--- config.mk ---
export PLATFORM = sky130hd
export DESIGN_NAME = sr_ctrl
export DESIGN_NICKNAME = d
export VERILOG_FILES = /design/src/rtl/msp_sr_pkg.sv /design/src/rtl/sr_gie_delay.sv /design/src/rtl/sr_ctrl.sv
export SDC_FILE = /design/constraint.sdc
export NUM_CORES = 1
export LEC_CHECK = 0
export CORE_MARGIN = 2
export CORE_UTILIZATION = 34
export CTS_CLUSTER_DIAMETER = 120
export CTS_CLUSTER_SIZE = 10
export DETAILED_ROUTE_END_ITERATION = 8
export PLACE_DENSITY = 0.85
export SETUP_SLACK_MARGIN = 0.1
export SYNTH_ARGS = -nofsm -noshare
export SYNTH_HDL_FRONTEND = slang
export SYNTH_SLANG_ARGS = --single-unit
--- constraint.sdc ---
create_clock -name clk -period 3.8 [get_ports clk]
set_clock_uncertainty 0.15 [all_clocks]
set_input_delay 1.14 -clock clk [delete_from_list [all_inputs] [get_ports clk]]
set_output_delay 1.14 -clock clk [all_outputs]
set_load 0.05 [all_outputs]
--- src/rtl/msp_sr_pkg.sv ---
// Shared status-register definitions: bit indices, FSM states and default masks.
package msp_sr_pkg;

  localparam int SR_C      = 0;
  localparam int SR_Z      = 1;
  localparam int SR_N      = 2;
  localparam int SR_GIE    = 3;
  localparam int SR_CPUOFF = 4;
  localparam int SR_OSCOFF = 5;
  localparam int SR_SCG0   = 6;
  localparam int SR_SCG1   = 7;
  localparam int SR_V      = 8;

  localparam logic [15:0] SR_RST_DEF        = 16'h0000;
  localparam logic [15:0] SR_WMASK_DEF      = 16'h01FF;
  localparam logic [15:0] IRQ_KEEP_MASK_DEF = 16'h0040;

  typedef enum logic [1:0] {
    RUN     = 2'd0,
    SAVE    = 2'd1,
    CLR     = 2'd2,
    RESTORE = 2'd3
  } sr_state_t;

  // Flags arrive as {V,N,Z,C}; only bits with a set mask bit are replaced.
  function automatic logic [15:0] applyFlags(input logic [15:0] sr,
                                             input logic [3:0]  flags,
                                             input logic [3:0]  mask);
    logic [15:0] res;
    res = sr;
    if (mask[0]) res[SR_C] = flags[0];
    if (mask[1]) res[SR_Z] = flags[1];
    if (mask[2]) res[SR_N] = flags[2];
    if (mask[3]) res[SR_V] = flags[3];
    return res;
  endfunction

endpackage

--- src/rtl/sr_gie_delay.sv ---
// Delayed global-interrupt-enable: after GIE is set by a register write, the
// effective enable waits for two instruction retires. Used under SR_GIE_DELAY_EN.
module sr_gie_delay (
  input  logic clk,
  input  logic rst_n,
  input  logic instr_done_i,
  input  logic gie_set_i,
  input  logic gie_load_i,
  input  logic gie_clr_i,
  output logic gie_eff_o
);

  logic       gieEn_q,     gieEn_d;
  logic       giePend_q,   giePend_d;
  logic [1:0] retireCnt_q, retireCnt_d;

  always_comb begin
    gieEn_d     = gieEn_q;
    giePend_d   = giePend_q;
    retireCnt_d = retireCnt_q;
    if (gie_clr_i) begin
      gieEn_d     = 1'b0;
      giePend_d   = 1'b0;
      retireCnt_d = 2'd0;
    end else if (gie_load_i) begin
      gieEn_d   = 1'b1;
      giePend_d = 1'b0;
    end else if (gie_set_i) begin
      giePend_d   = 1'b1;
      retireCnt_d = 2'd0;
    end else if (giePend_q && instr_done_i) begin
      // The retire of the enabling instruction and the one after it.
      if (retireCnt_q == 2'd1) begin
        gieEn_d   = 1'b1;
        giePend_d = 1'b0;
      end else begin
        retireCnt_d = retireCnt_q + 2'd1;
      end
    end
  end

  always_ff @(posedge clk or negedge rst_n) begin
    if (!rst_n) begin
      gieEn_q     <= 1'b0;
      giePend_q   <= 1'b0;
      retireCnt_q <= 2'd0;
    end else begin
      gieEn_q     <= gieEn_d;
      giePend_q   <= giePend_d;
      retireCnt_q <= retireCnt_d;
    end
  end

  // A write clearing GIE masks interrupts in the same cycle.
  assign gie_eff_o = gieEn_q & ~gie_clr_i;

endmodule

--- src/rtl/sr_ctrl.sv ---
// Status-register owner: source arbitration plus interrupt save/clear and RETI
// restore FSM. Define SR_GIE_DELAY_EN for the two-retire delayed GIE enable.
module sr_ctrl
  import msp_sr_pkg::*;
#(
  parameter logic [15:0] SR_RST        = SR_RST_DEF,
  parameter logic [15:0] SR_WMASK      = SR_WMASK_DEF,
  parameter logic [15:0] IRQ_KEEP_MASK = IRQ_KEEP_MASK_DEF
) (
  input  logic        clk,
  input  logic        rst_n,
  input  logic        alu_flags_valid,
  input  logic [3:0]  alu_flags,
  input  logic [3:0]  alu_flags_mask,
  input  logic        reg_wr_en,
  input  logic [15:0] reg_wr_data,
  input  logic        instr_done,
  input  logic        irq_take,
  input  logic        reti_start,
  output logic        push_valid,
  output logic [15:0] push_data,
  input  logic        push_ready,
  input  logic        pop_valid,
  input  logic [15:0] pop_data,
  output logic [15:0] sr_out,
  output logic        gie_eff,
  output logic        cpu_off,
  output logic        busy
);

  sr_state_t   state_q, state_d;
  logic [15:0] sr_q, sr_d;
  logic        regWrite;
  logic        clrLoad;
  logic        restoreLoad;

  always_comb begin
    state_d     = state_q;
    sr_d        = sr_q;
    regWrite    = 1'b0;
    clrLoad     = 1'b0;
    restoreLoad = 1'b0;
    push_valid  = 1'b0;
    busy        = 1'b1;
    unique case (state_q)
      RUN: begin
        busy = 1'b0;
        if (irq_take) begin
          state_d = SAVE;
        end else if (reti_start) begin
          state_d = RESTORE;
        end else if (reg_wr_en) begin
          regWrite = 1'b1;
          sr_d     = reg_wr_data & SR_WMASK;
        end else if (alu_flags_valid) begin
          sr_d = applyFlags(sr_q, alu_flags, alu_flags_mask) & SR_WMASK;
        end
      end
      SAVE: begin
        push_valid = 1'b1;
        if (push_ready) state_d = CLR;
      end
      CLR: begin
        clrLoad = 1'b1;
        sr_d    = sr_q & IRQ_KEEP_MASK & SR_WMASK;
        state_d = RUN;
      end
      RESTORE: begin
        if (pop_valid) begin
          restoreLoad = 1'b1;
          sr_d        = pop_data & SR_WMASK;
          state_d     = RUN;
        end
      end
      default: state_d = RUN;
    endcase
  end

  always_ff @(posedge clk or negedge rst_n) begin
    if (!rst_n) begin
      state_q <= RUN;
      sr_q    <= SR_RST & SR_WMASK;
    end else begin
      state_q <= state_d;
      sr_q    <= sr_d;
    end
  end

  assign push_data = sr_q;
  assign sr_out    = sr_q;
  assign cpu_off   = sr_q[SR_CPUOFF];

`ifdef SR_GIE_DELAY_EN
  logic gieClr, gieSet, gieLoad;

  // Only register writes get the delayed enable; RETI re-enables at once.
  assign gieClr  = (regWrite | clrLoad | restoreLoad) & ~sr_d[SR_GIE];
  assign gieSet  = regWrite & sr_d[SR_GIE] & ~sr_q[SR_GIE];
  assign gieLoad = restoreLoad & sr_d[SR_GIE];

  sr_gie_delay u_gie_delay (
    .clk          (clk),
    .rst_n        (rst_n),
    .instr_done_i (instr_done),
    .gie_set_i    (gieSet),
    .gie_load_i   (gieLoad),
    .gie_clr_i    (gieClr),
    .gie_eff_o    (gie_eff)
  );
`else
  logic unused_instr_done;
  assign unused_instr_done = instr_done;
  assign gie_eff = sr_q[SR_GIE];
`endif

endmodule
==> impl_metrics.toml, run 1 <==
[die]
die_h_um = 58.36
dieArea_um2 = 3406
ioPinCount = 85
initial_core_util = 0.3612
die_w_um = 58.36
fp-row-count = 19
coreArea_um2 = 2781

[final_layout]
antenna_cells = 0
num-nets-final = 213
drive_above_1_share = 0.08228
fin_util = 0.5232
area_delta_synth_final_pct = 44.83
instances_no_fill = 189

[yosys]
netlist-cell-type-count = 30
ys_seq_area_frac = 0.2740
synth_ff_type = "dfrtp_1"
syn_area_um2 = 1005
synthArstFlopShare = 1.000
synth-edff-count = 0
synth-seq-cells = 11
synthCells = 114
synth_area_per_cell_um2 = 8.813
ys_warn_count = 0

[global_routing]
grt_pass1_vias = 864
grt.overflow.total = 0
grt_pass1_wl_mm = 3.926
track_usage = 0.1532
grt_antenna_before_repair = 0
grt_max_degree = 18

[worst_setup_path]
cp-start-kind = "register"
required_ns = 2.51
r2r_slack_ns = 1.58
cp-endpoint = "busy"
path_class = "register to primary output"
crit_start = "state_q[0]"
cp.arrival_ns = 1.94
rr_worst_depth = 5
reg2reg_to = "push_data[2]"
r2r-start = "state_q[0]"
critPathMaxFanout = 5
worstSetupEndpointType = "primary output"

[power]
power_density_nw_per_um2 = 917.5
ir_drop_mv = 0.6796
power.leakage_nw = 0.6414

[sta]
fin_setup_tns_ns = 0
grt_setup_unrepaired = "false"
hold_viol = 0
final-max-slew-violation-count = 0
worstMarginPinSlew_ns = 0.5745
finalCritPeriodShare = 0.8509
relSlewSlack = 0.6170
timing.hold.ws_ns = 0.3836
setup_viol = 0
fmax_mhz = 309.3
layout_min_cycle_time_ns = 3.233

[routing]
vias_per_cell = 4.746
num_vias = 897
drt_iter0_drc = 18
drc = 0
wl_per_cell_um = 13.49
routed_wl_mm = 2.550
dr.pass1.iters = 4
antenna_left = 0

[placement]
port_buffers = 55
dpl.cell_count = 185
gp_congestion = 0.7872
dp_hpwl_mm = 2.055

[cts]
cts.sinks = 11
h-tree-depth = 1
cts_tree = "built"
cts_setup_buffers = 0
cts_hold_buffers = 0
post_cts_resized = 0
insertion_delay_ns = 0.28
clockBufferDepth = 2
cts_buffers = 3
clk_pin_slew_ns = 0.07
root_buffer = "clkbuf_4"

[run_status]
status = "complete, no violations"

[flow_run]
maxCapViolCount = 0

[worst_hold_path]
hp-class = "register to register"
min_from = "push_data[2]"
## cells in the final DEF (no fill, tap or decap), types with 2 or more instances in the layout
| master | n |
|---|---|
| nand2_1 | 17 |
| o21ai_1 | 2 |
| mux2i_1 | 4 |
| conb_1 | 14 |
| mux2_4 | 4 |
| nor2b_1 | 2 |
| a21oi_1 | 4 |
| o22a_1 | 2 |
| ha_1 | 5 |
| nor2_1 | 3 |
| inv_1 | 5 |
| o21ai_2 | 2 |
| clkdlybuf4s50_1 | 55 |
| dfrtp_1 | 11 |
| mux2_1 | 3 |
| o21ai_0 | 9 |
| clkbuf_4 | 3 |
## per-stage QoR
stage,power [mW],setup WS [ns],cell area (um2)
floorplan,1.029,1.342,1054
global placement,1.221,0.7398,1429
detailed placement,1.248,0.7153,1429
CTS,1.340,0.5634,1455
global route,1.405,0.4713,1455
finish,1.335,0.5666,1455
## layout make-up
type / count / area, um2
Timing Repair Buffer: 55 / 550.5
Inverter: 5 / 18.77
Tap cell: 31 / 38.79
Clock buffer: 4 / 26.28
Sequential cell: 11 / 275.3
Multi-Input combinational cell: 83 / 545.5
Fill cell: 268 / 1326
## critical path: stages (launching register included)
cell and delay [ns]:
dfrtp_1 0.41, inv_1 0.11, ha_1 0.28, inv_1 0.08, clkdlybuf4s50_1 0.79
## power by group
group | internal [mW] | switching, mW
Sequential | 0.172 | 0.0464
Clock | 0.0408 | 0.0460
Combinational | 0.393 | 0.637
## cell families (layout without fill, tap and decap cells)
| logic type | Yosys count | after routing | share of synthesized area |
|---|---|---|---|
| AOI/OAI and AO/OA | 22 | 22 | 0.1370 |
| muxes | 12 | 12 | 0.1445 |
| buffers and inverters | 33 | 64 | 0.2316 |
| and+or+nand+nor | 30 | 30 | 0.1470 |
| other | 1 | 14 | 0.003732 |
| DFF | 11 | 11 | 0.2740 |
| adders and majority gates | 5 | 5 | 0.06227 |
## flip-flops by register name, summed over array words and instances (netlist names)
signal and cells:
push_data 9, state_q 2
## worst min path at each step
| stage | endpoint | slack [ns] | cells past startpoint |
|---|---|---|---|
| after floorplan | state_q[1] | 0.36 | 1 |
| after global placement | push_data[2] | 0.35 | 1 |
| after detailed placement | push_data[1] | 0.37 | 1 |
| after CTS | push_data[1] | 0.39 | 1 |
| after global routing | push_data[1] | 0.39 | 1 |
| final | push_data[2] | 0.38 | 1 |
## routing by layer
layer  GRT usage  part of all wire  up-vias
met3     0.03736             0.094        3
met5           0                 0        -
met1      0.1890              0.42      415
met2      0.2616              0.48       47
met4     0.04983             0.011        0
li1            -                 -      432
## cells in the mapped netlist (2+ instances only)
| cell | count | area (um2) |
|---|---|---|
| a21oi_1 | 4 | 20.02 |
| buf_4 | 25 | 187.7 |
| buf_6 | 2 | 22.52 |
| dfrtp_1 | 11 | 275.3 |
| ha_1 | 5 | 62.56 |
| inv_1 | 5 | 18.77 |
| mux2_1 | 3 | 33.78 |
| mux2_4 | 4 | 60.06 |
| mux2i_1 | 4 | 40.04 |
| nand2_1 | 17 | 63.81 |
| nor2_1 | 3 | 11.26 |
| nor2b_1 | 2 | 12.51 |
| o21ai_0 | 9 | 45.04 |
| o21ai_1 | 2 | 10.01 |
| o21ai_2 | 2 | 17.52 |
| o22a_1 | 2 | 17.52 |
Note: power is estimated with default switching activity, not from simulation.
==> run 2, diff against run 1 <==
Settings changed: ABC_CLOCK_PERIOD_IN_PS set to 3800, GPL_TIMING_DRIVEN set to 0.
==> impl_metrics.toml, run 2 (synthesis gave the netlist of run 1 again) <==
[die]
fp-row-count = 19
coreArea_um2 = 2781
initial_core_util = 0.3612
ioPinCount = 85
die_w_um = 58.36
die_h_um = 58.36
dieArea_um2 = 3406

[power]
p_comb_frac = 0.788
internal_power_mw = 0.6766
power_density_nw_per_um2 = 853.7
switching_power_mw = 0.7398
total_power_mw = 1.416
seqPwrFrac = 0.153
swShare = 0.5223
power_frac_clock = 0.059
power.leakage_nw = 0.7832
ir_drop_mv = 0.6121

[sta]
grt_setup_unrepaired = "false"
worstMarginPinSlew_ns = 0.5337
fin_ws_ns = 0.5633
hold_viol = 0
layout_min_cycle_time_ns = 3.237
fmax_mhz = 309.0
final-max-slew-violation-count = 0
finalCritPeriodShare = 0.8518
relSlewSlack = 0.6431
setup_viol = 0
fin_setup_tns_ns = 0

[routing]
route.met2.wl_mm = 1.294
top_layer_used = "met4"
antenna_left = 0
num_vias = 974
routed_wl_mm = 2.681
wl_met1_mm = 1.091
wl_met3_um = 268
drc = 0
dr.pass1.iters = 4
drt_iter0_drc = 7
wl_per_cell_um = 12.41
vias_per_cell = 4.509

[cts]
root_buffer = "clkbuf_4"
clockBufferDepth = 2
clk_pin_slew_ns = 0.08
insertion_delay_ns = 0.28
cts_buffers = 3
cts.sinks = 11
cts_tree = "built"
cts_hold_buffers = 0
cts_setup_buffers = 0
h-tree-depth = 1
post_cts_resized = 0

[final_layout]
drive_above_1_share = 0.2162
multi_input_area_um2 = 545.5
fillers = 244
final_cell_mix = "54 x clkdlybuf4s50_1, 25 x buf_4, 17 x nand2_1"
register_area_um2 = 275.3
final_common_cell = "clkdlybuf4s50_1"
fin_util = 0.5965
largest_reg_flops = 9
num-nets-final = 240
instances_no_fill = 216
antenna_cells = 0
area_delta_synth_final_pct = 65.13

[global_routing]
grt.overflow.total = 0
grt_pass1_wl_mm = 4.257
grt_antenna_before_repair = 0
track_usage = 0.1618
grt_pass1_vias = 972
grt_max_degree = 12

[worst_setup_path]
critPathMaxFanout = 5
worstSetupEndpointType = "primary output"
path_class = "register to primary output"
required_ns = 2.51
cp.arrival_ns = 1.95
cp-start-kind = "register"

[worst_hold_path]
hp-class = "register to register"

[flow_run]
maxCapViolCount = 0

[run_status]
status = "complete, no violations"

[placement]
gp_congestion = 0.7787
dpl.cell_count = 212
port_buffers = 54
pre_cts_ws_ns = 0.8698
dp_hpwl_mm = 2.206
run 2: cell type report:
type / count / share of cell area
plain buffers: 28 / 0.1290
well taps: 31 / 0.02338
repair buffers: 54 / 0.3258
multi-input cells: 83 / 0.3288
clock buffers: 4 / 0.01584
flip-flops and latches: 11 / 0.1659
inverters: 5 / 0.01131
run 2: power groups by stage:
| stage | Clock (mW) | Combinational (mW) | Sequential [mW] |
|---|---|---|---|
| 3_5_place_dp | 0 | 1.12 | 0.218 |
| 3_3_place_gp | 0 | 1.09 | 0.215 |
| 5_1_grt | 0.0936 | 1.18 | 0.223 |
| 6_report | 0.0833 | 1.12 | 0.217 |
| 2_1_floorplan | 0 | 0.679 | 0.350 |
| 4_1_cts | 0.0852 | 1.12 | 0.216 |
run 2: per-layer routing:
metal | vias up | GRT usage
met3 | 3 | 0.04396
met1 | 432 | 0.1912
met5 | - | 0
met2 | 49 | 0.2825
met4 | 0 | 0.05316
li1 | 490 | -
run 2: worst paths after layout:
path	slack, ns	start	cells past startpoint	to
hold reg to reg	0.38	push_data[8]	1	push_data[8]
min in group asynchronous	1.06	rst_n	1	push_data[1]
setup reg to reg	1.65	state_q[0]	6	push_data[1]
hold / removal	0.38	push_data[8]	1	push_data[8]
max in group asynchronous	2.08	rst_n	1	push_data[0]
setup / recovery	0.56	state_q[0]	4	busy
run 2: worst max-delay path, stage by stage (launching register included):
cell,delay [ns]
dfrtp_1,0.42
inv_1,0.10
ha_1,0.27
inv_1,0.08
clkdlybuf4s50_1,0.80
run 2: metrics by stage:
stage	cell area [um2]	hold WS, ns
CTS	1659	0.3801
floorplan	1054	0.3620
global placement	1633	0.3513
finish	1659	0.3770
global route	1659	0.4135
detailed placement	1633	0.3623
